`src/rtl/pipeline_skid_reg_if.sv`:
```
// pipeline_skid_reg_if: valid/ready handshake bundle carrying a payload and a control field
interface pipeline_skid_reg_if #(
  parameter int DATA_WIDTH = 128,
  parameter int CTRL_WIDTH = 12
);
  logic                  valid;
  logic                  ready;
  logic [DATA_WIDTH-1:0] data;
  logic [CTRL_WIDTH-1:0] ctrl;
  modport master (output valid, data, ctrl, input ready);
  modport slave (input valid, data, ctrl, output ready);
endinterface

```
`src/rtl/pipeline_skid_reg.sv`:
```
// pipeline_skid_reg: two-entry skid pipeline register with freeze, flush and stall counter
module pipeline_skid_reg #(
  parameter int                    DATA_WIDTH  = 128,
  parameter int                    CTRL_WIDTH  = 12,
  parameter logic [CTRL_WIDTH-1:0] BUBBLE_CTRL = '0,
  parameter int                    CNT_WIDTH   = 16
) (
  input  logic                   CLK,
  input  logic                   RESET,
  input  logic                   BUSYWAIT,
  input  logic                   FLUSH,
  pipeline_skid_reg_if.slave     in_if,
  pipeline_skid_reg_if.master    out_if,
  output logic [CNT_WIDTH-1:0]   STALL_CYCLES
);
  typedef enum logic [1:0] {EMPTY, ONE, TWO} state_t;
  state_t                state, state_nx;
  logic                  out_valid, in_ready, push, pop;
  logic                  load_in, load_skid, fill_skid, go_bubble;
  logic [DATA_WIDTH-1:0] main_data, skid_data;
  logic [CTRL_WIDTH-1:0] main_ctrl, skid_ctrl;
  logic [CNT_WIDTH-1:0]  cnt;
  // transfer decode and occupancy next-state; flush wins over everything
  always_comb begin
    push      = in_if.valid & in_ready & ~BUSYWAIT & ~FLUSH;
    pop       = out_valid & out_if.ready & ~BUSYWAIT & ~FLUSH;
    state_nx  = FLUSH ? EMPTY : state;
    load_in   = 1'b0;
    load_skid = 1'b0;
    fill_skid = 1'b0;
    go_bubble = FLUSH;
    if (!FLUSH)
      case (state)
        EMPTY: begin
          load_in  = push;
          state_nx = push ? ONE : EMPTY;
        end
        ONE: begin
          load_in   = push & pop;
          fill_skid = push & ~pop;
          go_bubble = pop & ~push;
          state_nx  = push ? (pop ? ONE : TWO) : (pop ? EMPTY : ONE);
        end
        TWO: begin
          load_skid = pop;
          state_nx  = pop ? ONE : TWO;
        end
        default: state_nx = EMPTY;
      endcase
  end
  // occupancy register; handshake flags are registered so they never depend on BUSYWAIT/OUT_READY
  always_ff @(posedge CLK or posedge RESET)
    if (RESET) begin
      state     <= EMPTY;
      out_valid <= 1'b0;
      in_ready  <= 1'b1;
    end else begin
      state     <= state_nx;
      out_valid <= state_nx != EMPTY;
      in_ready  <= state_nx != TWO;
    end
  // payload storage: main drives the outputs, skid absorbs one entry of back-pressure
  always_ff @(posedge CLK or posedge RESET)
    if (RESET) begin
      main_data <= '0;
      main_ctrl <= BUBBLE_CTRL;
      skid_data <= '0;
      skid_ctrl <= '0;
    end else begin
      if (load_in) begin
        main_data <= in_if.data;
        main_ctrl <= in_if.ctrl;
      end else if (load_skid) begin
        main_data <= skid_data;
        main_ctrl <= skid_ctrl;
      end else if (go_bubble)
        main_ctrl <= BUBBLE_CTRL;
      if (fill_skid) begin
        skid_data <= in_if.data;
        skid_ctrl <= in_if.ctrl;
      end
    end
  // saturating count of cycles where a presented entry could not leave
  always_ff @(posedge CLK or posedge RESET)
    if (RESET) cnt <= '0;
    else if (out_valid & (~out_if.ready | BUSYWAIT) & ~&cnt) cnt <= cnt + 1'b1;
  assign in_if.ready  = in_ready;
  assign out_if.valid = out_valid;
  assign out_if.data  = main_data;
  assign out_if.ctrl  = main_ctrl;
  assign STALL_CYCLES = cnt;
endmodule

```
`src/flat_wrapper.sv`:
```
// flat-port wrapper written by rule: the top's interface ports become plain ports
module pipeline_skid_reg_flat 
#(
  parameter int                    DATA_WIDTH  = 128,
  parameter int                    CTRL_WIDTH  = 12,
  parameter logic [CTRL_WIDTH-1:0] BUBBLE_CTRL = '0,
  parameter int                    CNT_WIDTH   = 16
)
  (CLK, RESET, BUSYWAIT, FLUSH, STALL_CYCLES, in_if_valid, in_if_data, in_if_ctrl, in_if_ready, out_if_valid, out_if_data, out_if_ctrl, out_if_ready);
  pipeline_skid_reg_if #(.DATA_WIDTH(DATA_WIDTH), .CTRL_WIDTH(CTRL_WIDTH)) in_if_i ();
  pipeline_skid_reg_if #(.DATA_WIDTH(DATA_WIDTH), .CTRL_WIDTH(CTRL_WIDTH)) out_if_i ();
  input  logic CLK;
  input  logic RESET;
  input  logic BUSYWAIT;
  input  logic FLUSH;
  output logic [CNT_WIDTH-1:0] STALL_CYCLES;
  input wire logic [$bits(in_if_i.valid)-1:0] in_if_valid;
  input wire logic [$bits(in_if_i.data)-1:0] in_if_data;
  input wire logic [$bits(in_if_i.ctrl)-1:0] in_if_ctrl;
  output wire logic [$bits(in_if_i.ready)-1:0] in_if_ready;
  output wire logic [$bits(out_if_i.valid)-1:0] out_if_valid;
  output wire logic [$bits(out_if_i.data)-1:0] out_if_data;
  output wire logic [$bits(out_if_i.ctrl)-1:0] out_if_ctrl;
  input wire logic [$bits(out_if_i.ready)-1:0] out_if_ready;
  assign in_if_i.valid = in_if_valid;
  assign in_if_i.data = in_if_data;
  assign in_if_i.ctrl = in_if_ctrl;
  assign in_if_ready = in_if_i.ready;
  assign out_if_valid = out_if_i.valid;
  assign out_if_data = out_if_i.data;
  assign out_if_ctrl = out_if_i.ctrl;
  assign out_if_i.ready = out_if_ready;
  pipeline_skid_reg #(.DATA_WIDTH(DATA_WIDTH), .CTRL_WIDTH(CTRL_WIDTH), .BUBBLE_CTRL(BUBBLE_CTRL), .CNT_WIDTH(CNT_WIDTH)) u_core (.CLK(CLK), .RESET(RESET), .BUSYWAIT(BUSYWAIT), .FLUSH(FLUSH), .in_if(in_if_i), .out_if(out_if_i), .STALL_CYCLES(STALL_CYCLES));
endmodule
```
`config.mk`:
```
export PLATFORM = sky130hd
export DESIGN_NAME = pipeline_skid_reg_flat
export DESIGN_NICKNAME = d
export VERILOG_FILES = /design/src/rtl/pipeline_skid_reg_if.sv /design/src/rtl/pipeline_skid_reg.sv /design/src/flat_wrapper.sv
export SDC_FILE = /design/constraint.sdc
export NUM_CORES = 1
export LEC_CHECK = 0
export ABC_AREA = 1
export ABC_CLOCK_PERIOD_IN_PS = 12400
export CAP_MARGIN = 20
export CELL_PAD_IN_SITES_DETAIL_PLACEMENT = 0
export CELL_PAD_IN_SITES_GLOBAL_PLACEMENT = 2
export CORE_ASPECT_RATIO = 0.6
export CORE_UTILIZATION = 29
export CTS_CLUSTER_DIAMETER = 60
export DETAILED_ROUTE_END_ITERATION = 10
export GPL_ROUTABILITY_DRIVEN = 0
export PLACE_DENSITY = 0.79
export SYNTH_ARGS = -nofsm -noshare
export SYNTH_HDL_FRONTEND = slang
export SYNTH_SLANG_ARGS = --single-unit
```
`constraint.sdc`:
```
create_clock -name CLK -period 12.4 [get_ports CLK]
set_clock_uncertainty 0.15 [all_clocks]
set_input_delay 1.24 -clock CLK [delete_from_list [all_inputs] [get_ports CLK]]
set_output_delay 1.24 -clock CLK [all_outputs]
set_load 0.05 [all_outputs]
```
==> results.cfg <==
[outcome]
status = complete, no violations

[logic_synthesis]
synthArstFlopShare_pct = 100.0
synth_edf_count = 0
postSynthCellCount = 1574
ys.flop_type = dfrtp_1
synth_area_um2 = 13260
postSynthAreaPerCell_um2 = 8.427
synth_seq_cells = 300
synth-seq-area-share_pct = 56.61
yosysTopAreaCellShare_pct = 56.41
yosys-top-cells-area = dfrtp_1 (56%), nand3_1 (16%), nand2_1 (11%)
synthDistinctLibCells = 28
synth.net_count = 1722
yosysWarnings = 0
yosys.area.top_type = dfrtp_1

[grt]
overflow = 0
grt_max_degree = 153
grt_usage_pct = 17.99
grt_pass1_vias = 11130
antenna_found_initial = 2
grt_first_pass_wirelength_mm = 66.10

[clock_tree]
clockRootBuffer = clkbuf_16
clkSinkCount = 300
numCtsBuffers = 35
clk_pin_slew_ps = 60
ctsHoldBuffers = 0
clock_path_buffers = 3
clock_latency_ps = 520
cts_tree = built
post_cts_buffers = 0
cts.repair.resized = 0
htree_levels = 2

[detailed_routing]
via_per_inst = 4.713
num_vias = 11430
drtPass1Iterations = 4
wl_per_cell_um = 17.31
drcViolationCount = 0
drt-total-wl_mm = 41.99
drt_iter0_drc = 901
ant_nets = 0

[place]
port_buffers = 303
hpwl_mm = 25.23
placed_cells = 2369
post-place-ws_ps = 7303

[sta]
fin_crit_ps = 4443
finalSetupViolCount = 0
setup_tns_ps = 0
rsz0062_at_grt = false
post-route-period-util_pct = 35.83
max_slew_margin_pct = 27.57
slew_violations = 0
tightest_slew_ps = 1087
hold_violations = 0
timing.fmax_mhz = 225.1
worst_slack_ps = 7957

[worst_setup_path]
cpPeakStageDelay_ps = 850
worstPathMaxFanout = 100
crit_arrival_ps = 4650
crit_path_end_kind = flop
cp_cell_sequence = clkdlybuf4s50_1 > inv_2 > nand4_4 > nand3_4 > buf_4 > buf_4 > o21ai_0
cpMaxStageDelayCell = buf_4
timing.critical_path.mode_cell = buf_4
cp_data_required_time_ps = 12600
startpoint_type = primary input
crit_type = primary input to flop

[die]
fp.coreArea_um2 = 44970
num_rows = 60
die_h_um = 167.7
io_pins = 304
dieArea_um2 = 46630
die_w_um = 278.1
initial_core_util_pct = 29.50

[power]
max-vdd-ir-drop_v = 0.00006468
power.leakage_nw = 8.437
p_per_area_nw_per_um2 = 172.2
power.total_mw = 3.072

[final_layout]
instances_no_fill = 2426
finalNetCount = 1967
fillCellCount = 4440
final_layout_size_suffix_gt1_share_pct = 4.687
syn_to_final_growth_pct = 34.50
utilization_pct = 39.67

[run]
drv_cap = 0

[hold_path]
min-delay-path-class = flop to flop
==> cell usage after synthesis (2+ instances only) <==
cell type  number
nand3_1       415
nand2_1       405
dfrtp_1       299
inv_1         150
o21ai_1        90
buf_2          57
o21ai_0        54
clkbuf_1       32
nor2_1         17
buf_4          11
buf_1           7
inv_2           6
xnor2_1         6
nand4_1         4
nand2_2         3
nor2_4          3
buf_6           2
ha_1            2
xor2_1          2
==> kinds of logic after synthesis <==
kind of cell,synth area share [%]
simple gates,28.53
flops,56.61
buf+inv,8.537
compound gates,5.613
xor+xnor,0.5283
fa+ha+maj,0.1886
==> sequential cells by signal, summed over array words and instances (netlist names) <==
signal	flops
u_core.STALL_CYCLES	16
u_core.in_if.ready	1
u_core.out_if.ctrl	12
u_core.out_if.data	128
u_core.out_if.valid	1
u_core.skid_ctrl	12
u_core.skid_data	128
u_core.state	2
==> layer usage <==
metal	track usage, %	vias to the layer above	part of all wire (%)
li1	-	5602	-
met1	26.57	5496	49
met2	26.95	283	44
met3	3.558	52	5.1
met4	4.084	0	1.8
met5	0	-	0
==> final cells by class <==
cell class | instances | area (um^2) | share of cell area (%)
flip-flops and latches | 300 | 7508 | 42.09
clock buffers | 44 | 992.2 | 5.562
clock inverters | 9 | 133.9 | 0.7505
repair buffers | 317 | 3191 | 17.88
well taps | 589 | 737.0 | 4.131
inverters | 158 | 603.1 | 3.381
multi-input cells | 1007 | 4669 | 26.17
diodes | 2 | 5.005 | 0.02805
==> report_power, final <==
group	total, mW	leakage, nW	internal (mW)	switching [mW]
Clock	1.05	0.557	0.626	0.422
Combinational	0.765	4.01	0.270	0.495
Sequential	1.26	3.87	1.15	0.109
Total	3.07	8.44	2.05	1.03
==> final timing paths <==
kind	startpoint	endpoint	slack [ps]	cells past startpoint
max	FLUSH	u_core.skid_data[125]	7960	7
min	u_core.skid_ctrl[4]	u_core.skid_ctrl[4]	330	2
max reg2reg	u_core.in_if.ready	u_core.skid_data[95]	8790	7
min reg2reg	u_core.skid_ctrl[4]	u_core.skid_ctrl[4]	330	2
max in group asynchronous	RESET	u_core.out_if.data[88]	8740	4
min in group asynchronous	RESET	u_core.out_if.data[127]	1130	2
==> through the flow <==
stage	hold WS, ps	area (um^2)
after floorplan	303.4	13260
after global routing	349.6	17830
after global placement	315.7	16630
after CTS	334.7	17790
after detailed placement	323.2	16660
final	330.5	17840
==> placed cells by master, fill, tap and decap left out, types with 3 or more instances in the layout <==
master	instances
buf_4	11
bufinv_16	3
clkbuf_1	3
clkbuf_16	37
clkbuf_8	4
clkdlybuf4s50_1	303
clkinv_2	3
dfrtp_1	299
inv_1	149
inv_2	6
nand2_1	403
nand3_1	414
nand4_1	4
nor2_1	17
nor2_4	4
o21ai_0	54
o21ai_1	90
xnor2_1	6
==> critical path, delay by kind of cell <==
| family | cells | cell delay, ps |
|---|---|---|
| AO/OA/AOI/OAI | 1 | 190 |
| AND/OR/NAND/NOR | 2 | 920 |
| buffers and inverters | 4 | 2230 |
(Power assumes the default switching activity.)
